`src/rtl/pc_gen_pkg.sv`:
```
// Shared types and default constants for the program counter generator.
package pc_gen_pkg;

    typedef enum logic [1:0] {
        BOOT   = 2'd0,
        RUN    = 2'd1,
        HALTED = 2'd2
    } state_e;

    localparam int          XLEN_DEF     = 32;
    localparam logic [31:0] RESET_PC_DEF = 32'h0000_0000;
    localparam int          STEP_DEF     = 4;
    localparam int          NUM_SRC_DEF  = 4;

endpackage

```
`src/rtl/pc_adder.sv`:
```
// Plain XLEN-wide adder; the carry out is dropped so results wrap.
module pc_adder #(
    parameter int XLEN = 32
) (
    input  logic [XLEN-1:0] a_i,
    input  logic [XLEN-1:0] b_i,
    output logic [XLEN-1:0] sum_o
);

    assign sum_o = a_i + b_i;

endmodule

```
`src/rtl/pc_gen.sv`:
```
// Program counter generator: boot/run/halt control, redirects and a
// fetch handshake counter.
module pc_gen
    import pc_gen_pkg::*;
#(
    parameter int             XLEN     = XLEN_DEF,
    parameter logic [XLEN-1:0] RESET_PC = XLEN'(RESET_PC_DEF),
    parameter int             STEP     = STEP_DEF,
    parameter int             NUM_SRC  = NUM_SRC_DEF,
    localparam int            SEL_W    = $clog2(NUM_SRC)
) (
    input  logic                    clk,
    input  logic                    reset,
    input  logic                    stall,
    input  logic                    redirect_valid,
    input  logic [SEL_W-1:0]        redirect_sel,
    input  logic [NUM_SRC*XLEN-1:0] redirect_target,
    input  logic                    halt_req,
    input  logic                    fetch_ready,
    output logic                    fetch_valid,
    output logic [XLEN-1:0]         pc,
    output logic [XLEN-1:0]         pc_plus_step,
    output logic                    halted,
    output logic                    redirect_err,
    output logic [XLEN-1:0]         fetch_count
);

    localparam int NENT = 1 << SEL_W;

    state_e          state_q, state_d;
    logic [XLEN-1:0] pc_q, pc_d;
    logic [XLEN-1:0] cnt_q, cnt_d;
    logic            err_q, err_d;

    logic [XLEN-1:0] tgt_arr [NENT];
    logic [XLEN-1:0] sel_tgt;
    logic            sel_ok;
    logic            handshake;

    // Pad the table to a power of two so the index never leaves range.
    for (genvar g = 0; g < NENT; g++) begin : g_src
        if (g < NUM_SRC) begin : g_v
            assign tgt_arr[g] = redirect_target[g*XLEN +: XLEN];
        end else begin : g_p
            assign tgt_arr[g] = '0;
        end
    end

    assign sel_tgt = tgt_arr[redirect_sel];
    assign sel_ok  = 32'(redirect_sel) < NUM_SRC;

    pc_adder #(
        .XLEN (XLEN)
    ) u_adder (
        .a_i   (pc_q),
        .b_i   (XLEN'(STEP)),
        .sum_o (pc_plus_step)
    );

    assign fetch_valid  = (state_q == RUN) && !stall;
    assign handshake    = fetch_valid && fetch_ready;
    assign pc           = pc_q;
    assign halted       = (state_q == HALTED);
    assign redirect_err = err_q;
    assign fetch_count  = cnt_q;

    always_comb begin
        state_d = state_q;
        pc_d    = pc_q;
        cnt_d   = cnt_q;
        err_d   = 1'b0;
        unique case (state_q)
            BOOT: state_d = RUN;
            RUN: begin
                if (handshake) cnt_d = cnt_q + XLEN'(1);
                if (halt_req) begin
                    state_d = HALTED;
                end else if (redirect_valid && sel_ok) begin
                    pc_d = {sel_tgt[XLEN-1:1], 1'b0};
                end else begin
                    err_d = redirect_valid;
                    if (handshake) pc_d = pc_plus_step;
                end
            end
            HALTED: state_d = HALTED;
            default: state_d = BOOT;
        endcase
    end

    always_ff @(posedge clk or negedge reset) begin
        if (!reset) begin
            state_q <= BOOT;
            pc_q    <= RESET_PC;
            cnt_q   <= '0;
            err_q   <= 1'b0;
        end else begin
            state_q <= state_d;
            pc_q    <= pc_d;
            cnt_q   <= cnt_d;
            err_q   <= err_d;
        end
    end

endmodule

```
`config.mk`:
```
export PLATFORM = sky130hd
export DESIGN_NAME = pc_gen
export DESIGN_NICKNAME = d
export VERILOG_FILES = /design/src/rtl/pc_gen_pkg.sv /design/src/rtl/pc_adder.sv /design/src/rtl/pc_gen.sv
export SDC_FILE = /design/constraint.sdc
export NUM_CORES = 1
export LEC_CHECK = 0
export CORE_AREA = 3 3 106 108
export CTS_CLUSTER_DIAMETER = 200
export DETAILED_ROUTE_END_ITERATION = 8
export DIE_AREA = 0 0 109 111
export PLACE_DENSITY = 0.92
export SYNTH_ARGS = -nofsm -noshare
export SYNTH_HDL_FRONTEND = slang
export SYNTH_SLANG_ARGS = --single-unit
```
`constraint.sdc`:
```
create_clock -name clk -period 3.5 [get_ports clk]
set_clock_uncertainty 0.05 [all_clocks]
set_input_delay 0.525 -clock clk [delete_from_list [all_inputs] [get_ports clk]]
set_output_delay 0.525 -clock clk [all_outputs]
set_load 0.1 [all_outputs]
```
-- Word-level counts from Yosys, hierarchy flattened
Index checks and enable logic that the tools add are counted.
- $add $sub $neg: 2
- $mul: 0
- div/mod/pow operators: 0
- $lt $le $gt $ge: 1
- equality and inequality tests: 3
- shifts and indexed selects: 0
- muxes and demuxes: 7
- bitwise logic cells: 2
- reduce and logical (&&, ||, !) cells: 7
- operators with widths (kind ; number):
    $mux W32 ; 4
    $bmux W32 S2 ; 1
    $add A32 B1 Y32 const B ; 1
    $add A32 B3 Y32 const B ; 1
    $pmux W2 S3 ; 1
    $ge A3 B3 Y1 const B ; 1
    $not A2 Y3 ; 1
    $reduce_and A3 Y1 ; 1
    $eq A2 B1 Y1 const B ; 1
    $eq A2 B2 Y1 const B ; 1
    $logic_and A1 B1 Y1 ; 2
    $logic_not A2 Y1 ; 1
    $mux W2 ; 1
    $ne A2 B2 Y1 const B ; 1
    $reduce_and A2 Y1 ; 1
    $reduce_bool A2 Y1 ; 1
    $logic_not A1 Y1 ; 1
    $not A1 Y1 ; 1
- bits in registers: 66
- bits in latches: 0
- memory bits (writable): 0
- ROM bits: 0
- input bits: 136
- output and inout port bits: 99
- logic and storage cells: 25
- memories: 0

-- Logic depth before layout (Yosys ltp)
- depth after elaboration: 5
- depth in mapped cells: 8
- depth with buffers taken out: 7

-- By module
Synthesis repeated with hierarchy kept, for this count alone.
- cell total of the unflattened synthesis: 566
- area total of the unflattened synthesis: 5597.9 um^2
- by module, submodules not included (module ; instances ; cells each ; area each (um^2) ; seq. area each (um^2)):
    pc_gen ; 1 ; 325 ; 3853.7 ; 1651.6
    pc_adder ; 1 ; 241 ; 1744.2 ; 0.0

-- Least setup slack after synthesis
OpenSTA, ideal clock, no wires.
- path type: register to output
- start: register pc_q[2] (netlist: pc[2])
- end: output port pc_plus_step[29]
- arrival time: 3.882 ns
- data required time: 2.925 ns
- path slack: -0.957 ns
- cell stages (with the launch flop): 7
- buffers on the path: 1
- cell sequence: dfrtp_1 > and3_1 > clkbuf_1 > nand4_1 > nor4_4 > nand2_1 > xnor2_1
- cells in the longest elaborated chain, start to end: 1
- RTL lines (item ; line ; RTL):
    start: declaration ; pc_gen.sv:31 ; logic [XLEN-1:0] pc_q, pc_d;
    start signal: assignment ; pc_gen.sv:98 ; pc_q <= pc_d;
    $add A32 B3 Y32 ; pc_adder.sv:10 ; assign sum_o = a_i + b_i;
    end: declaration ; pc_gen.sv:22 ; output logic [XLEN-1:0] pc_plus_step,
Every way passes these cells.

-- Worst setup path in the final report
- start: register pc_q[15] (netlist: pc[15])
- end: output port pc_plus_step[31]
The elaborated chain is that of the path after synthesis.

==> metrics.txt <==
Setup TNS 0 ps; cts repair resizes 0; Ant. Diodes 0; Final #Nets 791; Post-CTS Setup Bufs 0; clk sinks 65; initial antenna violation count 0; Worst VDD drop 1.02 mV; Comb pwr share 0.675; RSZ-0062 raised after global routing false; vias in the first global route 4703; internal cell power 0.00215 W; Synth area leaders dfrtp_1 36%, mux4_2 15%, xnor2_1 7.9%, xor2_1 3.5%, a22oi_1 2.8%; Min-Delay Path Class in -> async; register area 0.00164 sq mm; row cnt 37; Root Buffer clkbuf_8; CP Class reg -> out; Yosys Warn Count 0; clock network power share 0.103; Worst-path clk slew 80 ps; pin count of the biggest net entering global routing 66; Data required, critical path 2920 ps; fill count 720; most common cell in the synthesized netlist dfrtp_1; reg-to-reg startpoint pc[2]; Yosys reg bits 65; die area 0.0121 sq mm; # port buffers 227; Mapped Area 0.00453 sq mm; final wirelength 15600 um; Multi-input gate area 0.00298 sq mm; CP Data Arrival Time 2560 ps; gpl congestion 0.827; pwr dens 732 mW/mm^2; setup violators final 0; minimum clock period 3140 ps; ys flop type dfrtp_1; Crit Path Max Fanout 8; Clock Path Buffers 2; Net Sw Frac 0.603; global-route wire length before repair 24600 um; Final Hold Viols 0; commonest cells in the netlist 65 x dfrtp_1, 41 x xnor2_1, 33 x nand2_1; Post-synth EDFFs 0; 1st-pass router iterations 8; Least-Margin Pin Slew 1030 ps; CP Capture Type primary output; DRC 0; Die W 109 um; Global Route Usage Sum 0.259; largest area contributor in the netlist dfrtp_1; Fmax achieved 319 MHz; share of post-route cells with drive strength above 1 0.227; Tcrit/Tclk final 0.896; routed vias 4570; Reg2Reg Depth 7; Synth Instances 432; nature of the critical path startpoint register; sequential share of the synthesized area 0.359; Slew HR 0.312; Die Ht 111 um; async set or reset register ratio after synthesis 1.00; TritonCTS Buffers 9; vias per std cell 5.78; ANT nets after route 0; top cell type's share of synthesized area 0.359; # Max-Cap Violations 0; Starting Density 0.439; initial drt markers 257; clock latency at the later pin of the worst-skew pair 340 ps; status completed; I/O pins 235; H-tree levels 3; overall power 0.00540 W; # hold bufs at CTS 0; area delta synth->final 62.7%; Net Switching 0.00325 W; area of the core 0.0103 sq mm; Critical R2R Capture pc[22]; flop2flop setup slack 1130 ps; total grt overflow 0; Seq pwr share 0.222; wire length per cell 19.7 um; CTS tree built; Slew Viols, Final 0; mean post-synth cell area 10.5 sq um; P_leak 2.91 nW; hpwl dp 12200 um; unique cell type count in the Yosys netlist 55
==> stage by stage <==
step,util,cells,hold WS [ps],worst slack (ps),instance area [sq um]
2_1_floorplan,-,434,179,-217,4770
3_3_place_gp,0.698,775,414,774,7210
3_5_place_dp,0.698,775,428,728,7210
4_1_cts,0.714,791,348,356,7370
5_1_grt,0.714,791,390,200,7370
6_report,0.714,791,323,363,7370
==> flip-flops by register name (all words and copies together), names as in the netlist <==
register / flops
fetch_count: 32
pc: 31
state_q: 2
==> per-layer routing <==
metal  GRT usage  wire, um  up-vias
met2       0.451      8070      230
met1       0.315      5890     2257
met4      0.0673       323        0
met5           0         0        -
met3      0.0676      1340       26
li1            -         -     2057
==> cells in the final DEF, fill, tap and decap left out, types with 4 or more instances in the layout <==
| cell | synthesis | final |
|---|---|---|
| ha_1 | 5 | 5 |
| nor2_1 | 27 | 27 |
| clkinv_2 | 0 | 4 |
| dfrtp_2 | 0 | 14 |
| clkdlybuf4s50_1 | 0 | 182 |
| xor2_2 | 0 | 7 |
| a21oi_1 | 4 | 4 |
| a22oi_1 | 17 | 17 |
| xor2_1 | 18 | 10 |
| and3_1 | 13 | 13 |
| buf_4 | 4 | 32 |
| and4_1 | 7 | 7 |
| nor3_1 | 8 | 8 |
| nor2b_1 | 4 | 4 |
| o21ai_0 | 20 | 19 |
| dfrtp_1 | 65 | 51 |
| nand2_1 | 33 | 33 |
| buf_2 | 5 | 4 |
| buf_12 | 0 | 15 |
| nand3_1 | 25 | 25 |
| xnor2_2 | 0 | 12 |
| o2bb2ai_1 | 5 | 5 |
| nand4_1 | 16 | 16 |
| o311ai_0 | 6 | 6 |
| inv_1 | 7 | 7 |
| xnor2_1 | 41 | 26 |
| and2_1 | 5 | 5 |
| mux4_2 | 31 | 31 |
| clkbuf_8 | 0 | 9 |
==> power by group through the flow <==
stage               clock network [W]  logic, W  registers, W
floorplan                           0   0.00173       0.00214
global placement                    0   0.00361       0.00118
detailed placement                  0   0.00365       0.00121
CTS                          0.000563   0.00366       0.00119
global route                 0.000603   0.00376       0.00123
finish                       0.000556   0.00365       0.00120
==> worst max-delay path, cell delays in order (launching register included) <==
cell and delay, ps:
dfrtp_2 460, nand4_1 230, or4_4 540, nor4_4 400, nand2_1 210, xnor2_4 190, buf_12 190
==> cell type report <==
cell class	instances	share of cell area
Sequential cell	65	0.223
Clock buffer	10	0.0173
Tap cell	136	0.0231
Clock inverter	6	0.00475
Multi-Input combinational cell	333	0.405
Timing Repair Buffer	233	0.323
Inverter	8	0.00407
==> cells by family (layout without fill, tap and decap cells) <==
logic type | after synthesis | in the layout | share of synthesized area
other cells | 1 | 3 | 0.000828
flops | 65 | 65 | 0.359
buf+inv | 36 | 257 | 0.0345
xor+xnor | 59 | 59 | 0.114
fa+ha+maj | 5 | 5 | 0.0138
simple gates | 160 | 160 | 0.201
compound gates | 70 | 70 | 0.111
mux | 36 | 36 | 0.166
==> worst max path at each step <==
stage                     startpoint               end  slack [ps]  depth (start not counted)
final                         pc[15]  pc_plus_step[31]         360                          6
after global routing          pc[15]  pc_plus_step[31]         200                          6
after CTS                     pc[15]  pc_plus_step[31]         360                          6
after detailed placement      pc[10]  pc_plus_step[31]         730                          6
after global placement        pc[10]  pc_plus_step[31]         770                          6
after floorplan                pc[5]  pc_plus_step[29]        -220                          5
(Power assumes the default switching activity.)
